### config.mk
export PLATFORM = sky130hd
export DESIGN_NAME = panda_operand_fetch
export DESIGN_NICKNAME = d
export VERILOG_FILES = /design/src/rtl/panda_operand_fetch.sv
export SDC_FILE = /design/constraint.sdc
export NUM_CORES = 1
export LEC_CHECK = 0
export CORE_ASPECT_RATIO = 0.75
export CORE_MARGIN = 8
export CORE_UTILIZATION = 44
export DETAILED_ROUTE_END_ITERATION = 12
export PLACE_DENSITY = 0.81
export SLEW_MARGIN = 40
export SYNTH_ARGS = -nofsm -noshare
export SYNTH_HDL_FRONTEND = slang
export SYNTH_SLANG_ARGS = --single-unit
### constraint.sdc
create_clock -name clk_i -period 3.02 [get_ports clk_i]
set_input_delay 0.604 -clock clk_i [delete_from_list [all_inputs] [get_ports clk_i]]
set_output_delay 0.604 -clock clk_i [all_outputs]
set_load 0.02 [all_outputs]
### src/rtl/panda_operand_fetch.sv
// panda_operand_fetch: operand fetch/issue stage with a 32-entry pending-write scoreboard.
// Define PANDA_OF_WB_BYPASS_EN to forward same-cycle writeback data and release hazards early.
module panda_operand_fetch (
    input  logic        clk_i,
    input  logic        rst_ni,
    input  logic        dec_valid_i,
    output logic        dec_ready_o,
    input  logic [4:0]  dec_rs1_addr_i,
    input  logic [4:0]  dec_rs2_addr_i,
    input  logic [4:0]  dec_rd_addr_i,
    input  logic        dec_rd_we_i,
    output logic [4:0]  rf_rs1_addr_o,
    output logic [4:0]  rf_rs2_addr_o,
    input  logic [31:0] rf_rs1_data_i,
    input  logic [31:0] rf_rs2_data_i,
    input  logic [4:0]  wb_rd_addr_i,
    input  logic [31:0] wb_rd_data_i,
    input  logic        wb_rd_we_i,
    output logic        ex_valid_o,
    input  logic        ex_ready_i,
    output logic [31:0] ex_rs1_data_o,
    output logic [31:0] ex_rs2_data_o,
    output logic [4:0]  ex_rd_addr_o,
    output logic        ex_rd_we_o,
    output logic        busy_o
);
    logic [31:0] pending, pend_eff, clr_mask, set_mask, op1, op2;
    logic        hazard, issue;

    assign rf_rs1_addr_o = dec_rs1_addr_i;
    assign rf_rs2_addr_o = dec_rs2_addr_i;
    assign clr_mask = (wb_rd_we_i && wb_rd_addr_i != 5'd0) ? 32'd1 << wb_rd_addr_i : 32'd0;
    assign set_mask = (issue && dec_rd_we_i && dec_rd_addr_i != 5'd0) ? 32'd1 << dec_rd_addr_i : 32'd0;
`ifdef PANDA_OF_WB_BYPASS_EN
    assign pend_eff = pending & ~clr_mask;
    assign op1 = dec_rs1_addr_i == 5'd0 ? 32'd0 :
                 (wb_rd_we_i && wb_rd_addr_i == dec_rs1_addr_i) ? wb_rd_data_i : rf_rs1_data_i;
    assign op2 = dec_rs2_addr_i == 5'd0 ? 32'd0 :
                 (wb_rd_we_i && wb_rd_addr_i == dec_rs2_addr_i) ? wb_rd_data_i : rf_rs2_data_i;
`else
    logic unused_wb_data;
    assign unused_wb_data = ^wb_rd_data_i;
    assign pend_eff = pending;
    assign op1 = dec_rs1_addr_i == 5'd0 ? 32'd0 : rf_rs1_data_i;
    assign op2 = dec_rs2_addr_i == 5'd0 ? 32'd0 : rf_rs2_data_i;
`endif
    // bit 0 is never set, so x0 reads and writes never hazard
    assign hazard = pend_eff[dec_rs1_addr_i] | pend_eff[dec_rs2_addr_i] |
                    (dec_rd_we_i & pend_eff[dec_rd_addr_i]);
    assign dec_ready_o = (~ex_valid_o | ex_ready_i) & ~hazard;
    assign issue = dec_valid_i & dec_ready_o;
    assign busy_o = |pending;

    always_ff @(posedge clk_i or negedge rst_ni) begin
        if (!rst_ni) begin
            pending       <= 32'd0;
            ex_valid_o    <= 1'b0;
            ex_rs1_data_o <= 32'd0;
            ex_rs2_data_o <= 32'd0;
            ex_rd_addr_o  <= 5'd0;
            ex_rd_we_o    <= 1'b0;
        end else begin
            // set applied after clear: the issuing writer is younger than the retiring one
            pending <= (pending & ~clr_mask) | set_mask;
            if (issue) begin
                ex_valid_o    <= 1'b1;
                ex_rs1_data_o <= op1;
                ex_rs2_data_o <= op2;
                ex_rd_addr_o  <= dec_rd_addr_i;
                ex_rd_we_o    <= dec_rd_we_i;
            end else if (ex_ready_i) begin
                ex_valid_o <= 1'b0;
            end
        end
    end
endmodule

==> metrics.md, run 1 <==
| Metric | Value |
|---|---|
| Vias/cell | 5.57 |
| CP Data Required Time | 2.42 ns |
| Complex-gate fraction of the synthesized area | 16.6% |
| Largest net degree at the start of global routing | 70 |
| Pre-antenna DRT Iters | 5 |
| Final Non-Filler Cells | 883 |
| Vias in the first global route | 5091 |
| Final Hold Viols | 0 |
| Peak Freq | 0.337 GHz |
| Clock Sinks | 103 |
| Total wire length | 17.0 mm |
| ANT cells | 0 |
| Clock Path Buffers | 2 |
| Adder-cell area share of the yosys netlist | 0% |
| CTS tree | built |
| Inst Count DP | 863 |
| Finish-stage setup viols | 0 |
| Max Slew Vio Count | 0 |
| Num CTS Buffers | 9 |
| Final instance area | 7670 um2 |
| Drt drc | 0 |
| Worst hold slack | 0.300 ns |
| Nets | 838 |
| Maxcap violations | 0 |
| Largest family of logic cells by synthesized area | compound AO/OA/AOI/OAI gates |
| DIE AREA | 15600 um2 |
| Setup TNS | 0 ns |
| Wire length per cell | 19.3 um |
| Initial antenna violation count | 0 |
| Worst r2r src | pend_eff[6]$_DFF_PN0_ |
| Placed Area | 7270 um2 |
| Worst Max-Slew Pin Slew | 0.691 ns |
| Row count | 34 |
| Synthesis-to-layout area growth | 47.3% |
| Delay of the slowest critical-path stage | 0.53 ns |
| Pwr/cell area | 659 nW/um2 |
| Final HPWL DP | 13.2 mm |
| Syn_nets | 654 |
| Simple logic cell fraction of the synthesized area | 16.4% |
| Hold_buf cts | 0 |
| Synth Area in XOR/XNOR | 0% |
| First-pass GRT wire length | 27.1 mm |
| Worst path top cell family by delay | compound AO/OA/AOI/OAI gates |
| Setup crit start | dec_rs2_addr_i[0] |
| Horiz. Die Dim | 142 um |
| Worst path bufs/invs | 3 |
| Period minus WS final | 2.96 ns |
| Ys Warns | 0 |
| PnR worst setup slack | 0.0554 ns |
| Worst path cell trace | dlygate4sd2_1 > mux4_2 > a311oi_2 > o21a_1 > o211ai_2 > inv_1 > buf_4 |
| Total GRT Usage | 22.0% |
| Leak Pwr | 3.33 nW |
| Starting Density | 45.0% |
| Mapped Cells | 532 |
| Mapped Avg Cell Area | 9.78 um2 |
| CTS HTree Levels | 3 |
| ANT nets after route | 0 |
| Hold WC Path Type | input pin to asynchronous set/reset pin |
| CP Data Arrival Time | 2.36 ns |
| Port Buf Inserts | 172 |
| Core area | 11600 um2 |
| CP max stage cell | mux4_2 |
| GPL Wtd Cong | 0.963 |
| Distinct cell type count after synthesis | 41 |
| Worst-skew pair later-pin latency | 0.34 ns |
| Kind of critical path | input pin to primary output |
| Mapped cell area | 5200 um2 |
| Max FO, Critical Path | 3 |
| VDD IR-drop max | 0.000437 V |
| Fraction of synthesized area in multiplexers | 12.1% |
| RSZ-0062 raised after global routing | yes |
| Clock skew | 0.00819 ns |
| Outcome | finished clean |
| CP Capture Type | primary output |
| Die Y | 110 um |
| DRT iter0 DRCs | 375 |
| DR vias | 4922 |
| Crit start category | input pin |
| Worst-path clk slew | 0.07 ns |
| GR Overflow Total | 0 |
| Share of cells above drive strength 1 | 14.1% |
| Io pins | 205 |
| Max_slew headroom | 53.9% |
| Dpl ws | -0.735 ns |
| Period utilization | 98.2% |
| Number of synthesized register bits | 103 |
| CTS Root Cell | clkbuf_16 |
| Sequential element share of the synthesized area | 49.5% |
## through the flow
stage	utilization, %	power [W]
after CTS	66.2	0.00510
final	66.3	0.00505
after global placement	62.8	0.00389
after detailed placement	62.8	0.00395
after global routing	66.3	0.00533
after floorplan	-	0.00291
## registers in the layout (all words and copies together) (netlist names)
signal / count
ex_rs1_data_o: 32
ex_rs2_data_o: 32
pend_eff: 32
ex_rd_addr_o: 5
ex_rd_we_o: 1
ex_valid_o: 1
## cell type report
class	instances	area, um2
Timing Repair Buffer	219	2170
Tap cell	162	203
Sequential cell	103	2580
Clock inverter	7	57.6
Clock buffer	9	225
Inverter	7	26.3
Multi-Input combinational cell	376	2410
Fill cell	939	3910
## layer usage
metal	up-vias	global-route usage (%)	wire [um]
met4	0	8.02	406
li1	2265	-	-
met1	2330	28.5	7020
met3	40	7.01	1950
met5	-	0	0
met2	287	34.5	7660
## placed cells by master (no fill, tap or decap), types with 3 or more instances in the layout
cell	Yosys	routed
clkdlybuf4s50_1	0	165
nand2_1	139	139
dfrtp_1	103	103
o21ai_1	74	74
buf_4	17	40
o21ai_0	31	31
o31ai_1	24	24
mux4_2	22	22
nand3_1	11	11
nor2_1	10	10
nor4_1	9	9
clkbuf_16	0	9
nand3b_1	8	8
inv_1	7	7
mux2i_1	9	7
buf_12	0	6
mux2_1	4	4
nand4_1	3	3
dlygate4sd2_1	0	3
## cell usage after synthesis
cell       number  area share (%)
clkbuf_1       22             1.6
buf_2           6            0.58
o21ai_0        31             3.0
nand4_1         3            0.36
nand3_1        11             1.1
o311ai_1        2            0.34
buf_4          17             2.5
nor3_1          1           0.096
o31ai_1        24             3.5
mux2i_1         9             1.7
nor3_2          1            0.19
a22oi_1         1            0.14
a21boi_0        2            0.29
or2_2           1            0.12
o211ai_1        1            0.14
inv_1           7            0.50
a21oi_1         2            0.19
or3_1           1            0.12
nor2b_1         2            0.24
o21ai_1        74             7.1
mux4_2         22             9.5
nand2_1       139              10
or3b_2          2            0.34
nand3b_1        8             1.2
and3b_1         1            0.17
a311oi_2        1            0.29
buf_6           1            0.22
a32oi_1         2            0.34
nor3b_1         2            0.29
nor4_1          9             1.1
nand2b_1        2            0.24
o211ai_2        1            0.24
a311oi_1        1            0.17
a32o_2          1            0.22
mux2_1          4            0.87
o2111ai_2       1            0.29
or4_4           1            0.22
nor2_1         10            0.72
a31oi_1         1            0.12
o21a_1          2            0.29
dfrtp_1       103              50
## logic make-up after synthesis
| kind of cell | after synthesis |
|---|---|
| and+or+nand+nor | 194 |
| AOI/OAI and AO/OA | 147 |
| DFF | 103 |
| buffers and inverters | 53 |
| muxes | 35 |
## final timing paths
path / end / slack (ns) / cells past startpoint
worst max-delay path: dec_ready_o / 0.06 / 7
worst min-delay path: pend_eff[26]$_DFF_PN0_ / 0.30 / 1
worst max register to register: pend_eff[4]$_DFF_PN0_ / 0.31 / 7
worst min register to register: ex_rs1_data_o[3]$_DFFE_PN0P_ / 0.49 / 2
max in group asynchronous: ex_rs1_data_o[27]$_DFFE_PN0P_ / 2.00 / 2
min in group clk_i: ex_rs1_data_o[3]$_DFFE_PN0P_ / 0.49 / 2
## power by group
part	leakage, nW	internal [W]	switching (W)	total (W)
Clock	0.134	0.000570	0.000532	0.00110
Combinational	1.89	0.000968	0.000994	0.00196
Sequential	1.30	0.00172	0.000270	0.00199
Total	3.33	0.00326	0.00180	0.00505
## timing repair
item / 4_1_cts / 5_1_grt
pin swaps: 8 / 4
resized for setup: 17 / 5
gates cloned: 1 / 0
setup endpoints to repair: 43 / 28
buffers inserted: 3 / 0
Note: power is estimated with default switching activity, not from simulation.
==> inputs of run 2 (changes only) <==
--- a/config.mk
+++ b/config.mk
@@ -9,6 +9,7 @@
 export CORE_MARGIN = 8
 export CORE_UTILIZATION = 44
 export DETAILED_ROUTE_END_ITERATION = 12
+export MAX_ROUTING_LAYER = met4
 export PLACE_DENSITY = 0.81
 export SLEW_MARGIN = 40
 export SYNTH_ARGS = -nofsm -noshare
==> constraint.sdc (replaced) <==
create_clock -name clk_i -period 2.77 [get_ports clk_i]
set_input_delay 0.554 -clock clk_i [delete_from_list [all_inputs] [get_ports clk_i]]
set_output_delay 0.554 -clock clk_i [all_outputs]
set_load 0.02 [all_outputs]
==> metrics.md, run 2 (synthesized netlist as in run 1, its figures left out) <==
| Metric | Value |
|---|---|
| Commonest cells after routing, fill and taps aside | clkdlybuf4s50_1, nand2_1, dfrtp_1 (unchanged) |
| Starting Density | 45.0% (unchanged) |
| Critical Path End | dec_ready_o (unchanged) |
| Max_slew headroom | 66.3% (was 53.9%) |
| Clock Sinks | 103 (unchanged) |
| Initial antenna violation count | 0 (unchanged) |
| Nets | 862 (was 838) |
| CP Capture Type | primary output (unchanged) |
| Outcome | finished, violations left (was finished clean) |
| GPL Wtd Cong | 0.973 (was 0.963) |
| Largest net degree at the start of global routing | 83 (was 70) |
| CP Data Required Time | 2.22 ns (was 2.42 ns) |
| Internal reg-to-reg setup slack | 0.05 ns (was 0.31 ns) |
| Hold WC Path Type | input pin to asynchronous set/reset pin (unchanged) |
| Setup TNS | -0.0350 ns (was 0 ns) |
| CTS Root Cell | clkbuf_16 (unchanged) |
| Worst-skew pair later-pin latency | 0.34 ns (about the same) |
| Port Buf Inserts | 172 (unchanged) |
| Total GRT Usage | 23.1% (was 22.0%) |
| DIE AREA | 15600 um2 (unchanged) |
| Max Slew Vio Count | 0 (unchanged) |
| Pwr/cell area | 720 nW/um2 (was 659 nW/um2) |
| Met1 GRT Util | 30.0% (was 28.5%) |
| Total wire length | 17.9 mm (was 17.0 mm) |
| Worst-path clk slew | 0.07 ns (about the same) |
| Clk pwr share | 22.6% (was 21.8%) |
| Flop pwr share | 38.5% (was 39.4%) |
| Final HPWL DP | 13.6 mm (was 13.2 mm) |
| Kind of critical path | register to primary output (was input pin to primary output) |
| Finish-stage setup viols | 1 (was 0) |
| RR Endpoint | pend_eff[16]$_DFF_PN0_ (was pend_eff[4]$_DFF_PN0_) |
| Internal | 0.00368 W (was 0.00326 W) |
| DR vias | 5038 (was 4922) |
| Drt drc | 0 (unchanged) |
| Horiz. Die Dim | 142 um (unchanged) |
| ANT cells | 0 (unchanged) |
| Commonest non-fill, non-tap cell in the layout | clkdlybuf4s50_1 (unchanged) |
| Row count | 34 (unchanged) |
| Setup crit start | pend_eff[11]$_DFF_PN0_ (was dec_rs2_addr_i[0]) |
| GR Overflow Total | 0 (unchanged) |
| Vias/cell | 5.55 (was 5.57) |
| Num CTS Buffers | 9 (unchanged) |
| Worst Max-Slew Pin Slew | 0.506 ns (was 0.691 ns) |
| Worst r2r src | pend_eff[11]$_DFF_PN0_ (was pend_eff[6]$_DFF_PN0_) |
| Period minus WS final | 2.81 ns |
| Crit start category | register (was input pin) |
| R2R depth | 8 (was 7) |
| Peak Freq | 0.357 GHz |
| Synthesis-to-layout area growth | 51.4% (was 47.3%) |
| Violated checks | setup timing |
| Die Y | 110 um (unchanged) |
| Overall Power | 0.00568 W (was 0.00505 W) |
| Share of cells above drive strength 1 | 18.7% (was 14.1%) |
| P_sw | 0.00199 W (was 0.00180 W) |
| Leak Pwr | 3.50 nW (was 3.33 nW) |
| Core area | 11600 um2 (unchanged) |
| DRT iter0 DRCs | 463 (was 375) |
| Max FO, Critical Path | 4 (was 3) |
| Switching part of the total power | 35.1% (was 35.5%) |
| Core Util, Final | 68.1% (was 66.3%) |
| Wire length per cell | 19.7 um (was 19.3 um) |
| PnR worst setup slack | -0.0350 ns (was 0.0554 ns) |
| Final Hold Viols | 0 (unchanged) |
| Pre-antenna DRT Iters | 5 (unchanged) |
| Comb pwr share | 38.9% (was 38.8%) |
| Final Non-Filler Cells | 907 (was 883) |
| Reg area | 2580 um2 (about the same) |
| Met2 Use GR | 35.0% (was 34.5%) |
| Multi-input gate area | 2410 um2 (about the same) |
| Global routing usage on met3 | 6.20% (was 7.01%) |
| GR peak layer | met2 (unchanged) |
| Vias in the first global route | 5030 (was 5091) |
| Period utilization | 101% |
| Clock skew | 0.00587 ns (was 0.00819 ns) |
| RSZ-0062 raised after global routing | yes (unchanged) |
| CP Data Arrival Time | 2.25 ns (was 2.36 ns) |
| CTS tree | built (unchanged) |
| Io pins | 205 (unchanged) |
| VDD IR-drop max | 0.000457 V (was 0.000437 V) |
| Inst Count DP | 881 (was 863) |
| Fill count | 856 (was 939) |
| ANT nets after route | 0 (unchanged) |
| Clock Path Buffers | 2 (unchanged) |
| First-pass GRT wire length | 27.4 mm (was 27.1 mm) |
| Maxcap violations | 0 (unchanged) |
| CTS HTree Levels | 3 (unchanged) |
-- run 2: layout make-up --
| type | instances | area share [%] |
|---|---|---|
| clock buffer | 9 | 2.86 |
| clock inverter | 7 | 1.00 |
| inverter | 7 | 0.333 |
| multi-input combinational | 376 | 30.6 |
| sequential | 103 | 32.8 |
| tap | 162 | 2.57 |
| timing repair buffer | 243 | 29.9 |
-- run 2: what timing repair did --
action / CTS / global route
hold buffers: 0 / 0
buffers inserted: 5 / 3
setup endpoints to repair: 81 / 68
cloned: 1 / 1
resized for setup: 21 / 27
pin swaps: 8 / 12
-- run 2: power by group through the flow --
stage               Sequential (W)  Clock [W]  Combinational (W)
finish                     0.00219    0.00128            0.00221
global placement           0.00218          0            0.00214
floorplan                  0.00249          0           0.000686
global route               0.00222    0.00137            0.00237
CTS                        0.00217    0.00132            0.00221
detailed placement         0.00220          0            0.00218
-- run 2: layer usage --
| metal | share of wire [%] | up-vias | wire length, um |
|---|---|---|---|
| met5 | 0 | - | 0 |
| met4 | 1.7 | 0 | 303 |
| met3 | 11 | 27 | 1910 |
| met2 | 46 | 287 | 8180 |
| met1 | 42 | 2417 | 7470 |
| li1 | - | 2307 | - |
-- run 2: worst min-delay path by stage --
stage / cells after the start / from / to / slack [ns]
after CTS: 1 / rst_ni / pend_eff[27]$_DFF_PN0_ / 0.19
final: 1 / rst_ni / ex_rd_addr_o[3]$_DFFE_PN0P_ / 0.18
after floorplan: 0 / rst_ni / ex_rd_addr_o[0]$_DFFE_PN0P_ / 0.26
after detailed placement: 2 / ex_rs1_data_o[4]$_DFFE_PN0P_ / ex_rs1_data_o[4]$_DFFE_PN0P_ / 0.48
after global routing: 1 / rst_ni / pend_eff[27]$_DFF_PN0_ / 0.20
after global placement: 2 / ex_rd_addr_o[4]$_DFFE_PN0P_ / ex_rd_addr_o[4]$_DFFE_PN0P_ / 0.46
-- run 2: through the flow --
step / hold slack (ns) / setup WS [ns] / area (um2)
floorplan: 0.258 / 0.0115 / 5220
global placement: 0.464 / -0.884 / 7410
detailed placement: 0.475 / -0.938 / 7410
CTS: 0.187 / -0.129 / 7810
global route: 0.204 / -0.0926 / 7880
finish: 0.177 / -0.0350 / 7880
-- run 2: worst max-delay path: stages, from the launching register on --
cell and delay (ns):
dfrtp_1 0.48, mux4_2 0.53, nor2_2 0.11, o21ai_1 0.10
nor3_2 0.31, o211ai_2 0.18, inv_2 0.08, buf_6 0.11
==> inputs of run 3 (changes only) <==
--- a/config.mk
+++ b/config.mk
@@ -7,10 +7,11 @@
 export LEC_CHECK = 0
 export CORE_ASPECT_RATIO = 0.75
 export CORE_MARGIN = 8
-export CORE_UTILIZATION = 44
+export CORE_UTILIZATION = 45
 export DETAILED_ROUTE_END_ITERATION = 12
 export MAX_ROUTING_LAYER = met4
-export PLACE_DENSITY = 0.81
+export PLACE_DENSITY = 0.82
+export SKIP_LAST_GASP = 1
 export SLEW_MARGIN = 40
 export SYNTH_ARGS = -nofsm -noshare
 export SYNTH_HDL_FRONTEND = slang
==> constraint.sdc (replaced) <==
create_clock -name clk_i -period 3.6 [get_ports clk_i]
set_input_delay 0.72 -clock clk_i [delete_from_list [all_inputs] [get_ports clk_i]]
set_output_delay 0.72 -clock clk_i [all_outputs]
set_load 0.02 [all_outputs]
==> metrics.md, run 3 (synthesized netlist as in run 1, its figures left out) <==
| Metric | Value |
|---|---|
| ANT cells | 0 (unchanged) |
| ANT nets after route | 0 (unchanged) |
| Clk pwr share | 24.3% (was 22.6%) |
| CP Data Arrival Time | 2.77 ns (was 2.25 ns) |
| CTS tree | built (unchanged) |
| Share of cells above drive strength 1 | 11.9% (was 18.7%) |
| Maxcap violations | 0 (unchanged) |
| Commonest non-fill, non-tap cell in the layout | clkdlybuf4s50_1 (unchanged) |
| Dpl ws | -0.406 ns (was -0.938 ns) |
| CTS Root Cell | clkbuf_16 (unchanged) |
| Peak Freq | 0.287 GHz |
| Commonest cells after routing, fill and taps aside | clkdlybuf4s50_1, nand2_1, dfrtp_1 (unchanged) |
| Num CTS Buffers | 9 (unchanged) |
| Outcome | finished clean (was finished, violations left) |
| Io pins | 205 (unchanged) |
| Final Non-Filler Cells | 851 (was 907) |
| Worst Max-Slew Pin Slew | 0.731 ns (was 0.506 ns) |
| Hold WC Path Type | input pin to asynchronous set/reset pin (unchanged) |
| Final Hold Viols | 0 (unchanged) |
| Finish-stage setup viols | 0 (was 1) |
| Kind of critical path | input pin to primary output (was register to primary output) |
| CP Capture Type | primary output (unchanged) |
| Core area | 11400 um2 (was 11600 um2) |
| Port Buf Inserts | 172 (unchanged) |
| Clock skew | 0.00770 ns (was 0.00587 ns) |
| Clock Path Buffers | 2 (unchanged) |
| CTS HTree Levels | 3 (unchanged) |
| Drt drc | 0 (unchanged) |
| PnR worst setup slack | 0.110 ns (was -0.0350 ns) |
| Largest net degree at the start of global routing | 57 (was 83) |
| Max Slew Vio Count | 0 (unchanged) |
| Pre-antenna DRT Iters | 5 (unchanged) |
| VDD IR-drop max | 0.000354 V (was 0.000457 V) |
| DRT iter0 DRCs | 383 (was 463) |
| RSZ-0062 raised after global routing | no (was yes) |
| Flop pwr share | 38.7% (was 38.5%) |
| CP Data Required Time | 2.88 ns (was 2.22 ns) |
| Vias/cell | 5.60 (was 5.55) |
| Horiz. Die Dim | 140 um (was 142 um) |
| Period minus WS final | 3.49 ns |
| Final HPWL DP | 12.2 mm (was 13.6 mm) |
| Total wire length | 15.7 mm (was 17.9 mm) |
| Internal | 0.00288 W (was 0.00368 W) |
| GPL Wtd Cong | 0.920 (was 0.973) |
| Synthesis-to-layout area growth | 44.1% (was 51.4%) |
| Nets | 824 (was 862) |
| Period utilization | 96.9% |
| DIE AREA | 15300 um2 (was 15600 um2) |
| Starting Density | 45.5% (was 45.0%) |
| Initial antenna violation count | 0 (unchanged) |
| Die Y | 109 um (was 110 um) |
| Vias in the first global route | 4715 (was 5030) |
| Max_slew headroom | 51.3% (was 66.3%) |
| Core Util, Final | 65.6% (was 68.1%) |
| DR vias | 4769 (was 5038) |
| P_sw | 0.00144 W (was 0.00199 W) |
| Leak Pwr | 3.27 nW (was 3.50 nW) |
| Overall Power | 0.00431 W (was 0.00568 W) |
| Clock Sinks | 103 (unchanged) |
| Worst-skew pair later-pin latency | 0.33 ns (was 0.34 ns) |
| Worst-path clk slew | 0.07 ns (about the same) |
| Switching part of the total power | 33.3% (was 35.1%) |
| Pwr/cell area | 575 nW/um2 (was 720 nW/um2) |
| GR Overflow Total | 0 (unchanged) |
| Row count | 34 (unchanged) |
| Crit start category | input pin (was register) |
| Inst Count DP | 834 (was 881) |
| Wire length per cell | 18.5 um (was 19.7 um) |
| Max FO, Critical Path | 7 (was 4) |
| First-pass GRT wire length | 24.8 mm (was 27.4 mm) |
| Total GRT Usage | 20.8% (was 23.1%) |
| Comb pwr share | 36.9% (was 38.9%) |
## run 3: cell count changes in the layout (fill, tap and decap cells not counted), sizes merged, moves of 2 or more
cell and delta:
buf -38, clkdlybuf4s50 +9, dlymetal6s2s -4, clkinvlp -3, clkbuf -2
## run 3: repair_timing
| item | in CTS | in global routing |
|---|---|---|
| hold buffers | 0 | 0 |
| hold endpoints to repair | 0 | 0 |
| endpoints found under the setup margin | 1 | 1 |
| resized for setup | 5 | 3 |
| buffers inserted | 0 | 1 |
| pin swaps | 0 | 2 |
## run 3: worst paths after layout
| check | from | endpoint | slack [ns] | depth (start not counted) |
|---|---|---|---|---|
| setup / recovery | dec_rs1_addr_i[0] | dec_ready_o | 0.11 | 9 |
| hold / removal | rst_ni | pend_eff[19]$_DFF_PN0_ | 0.43 | 1 |
| setup reg to reg | pend_eff[7]$_DFF_PN0_ | pend_eff[4]$_DFF_PN0_ | 0.89 | 7 |
| hold reg to reg | pend_eff[0]$_DFF_PN0_ | pend_eff[0]$_DFF_PN0_ | 0.48 | 0 |
| max in group asynchronous | rst_ni | ex_rs2_data_o[0]$_DFFE_PN0P_ | 2.34 | 2 |
| min in group clk_i | pend_eff[0]$_DFF_PN0_ | pend_eff[0]$_DFF_PN0_ | 0.48 | 0 |
## run 3: critical path, stage by stage
cell,delay [ns]
clkdlybuf4s50_1,0.47
buf_6,0.15
mux4_2,0.51
a22oi_1,0.15
o21ai_1,0.10
nor3_2,0.25
o211ai_2,0.17
inv_1,0.09
buf_2,0.16
## run 3: final cells by class
| type | count | area, um2 |
|---|---|---|
| fill | 895 | 3940 |
| clock buffer | 11 | 253 |
| clock inverter | 5 | 78.8 |
| sequential | 103 | 2580 |
| tap | 144 | 180 |
| timing repair buffer | 205 | 2020 |
| multi-input combinational | 376 | 2370 |
| inverter | 7 | 26.3 |
## run 3: through the flow
stage | TNS, ns | hold slack [ns] | area, um2
global route | 0 | 0.484 | 7500
CTS | 0 | 0.462 | 7490
global placement | -0.369 | 0.466 | 7150
detailed placement | -0.430 | 0.465 | 7160
floorplan | 0 | 0.424 | 5200
finish | 0 | 0.433 | 7500
## run 3: metal layers
metal  up-vias  track usage, %  part of all wire, %
met3        15            6.61                   10
met5         -               -                    0
li1       2227               -                    -
met2       238            32.1                   46
met1      2289            26.1                   42
met4         0            5.56                  1.2
## run 3: power groups by stage
stage | clock [W] | sequential [W] | combinational [W]
2_1_floorplan | 0 | 0.00191 | 0.000524
3_3_place_gp | 0 | 0.00166 | 0.00157
3_5_place_dp | 0 | 0.00169 | 0.00160
4_1_cts | 0.00108 | 0.00166 | 0.00161
5_1_grt | 0.00112 | 0.00171 | 0.00171
6_report | 0.00105 | 0.00167 | 0.00159
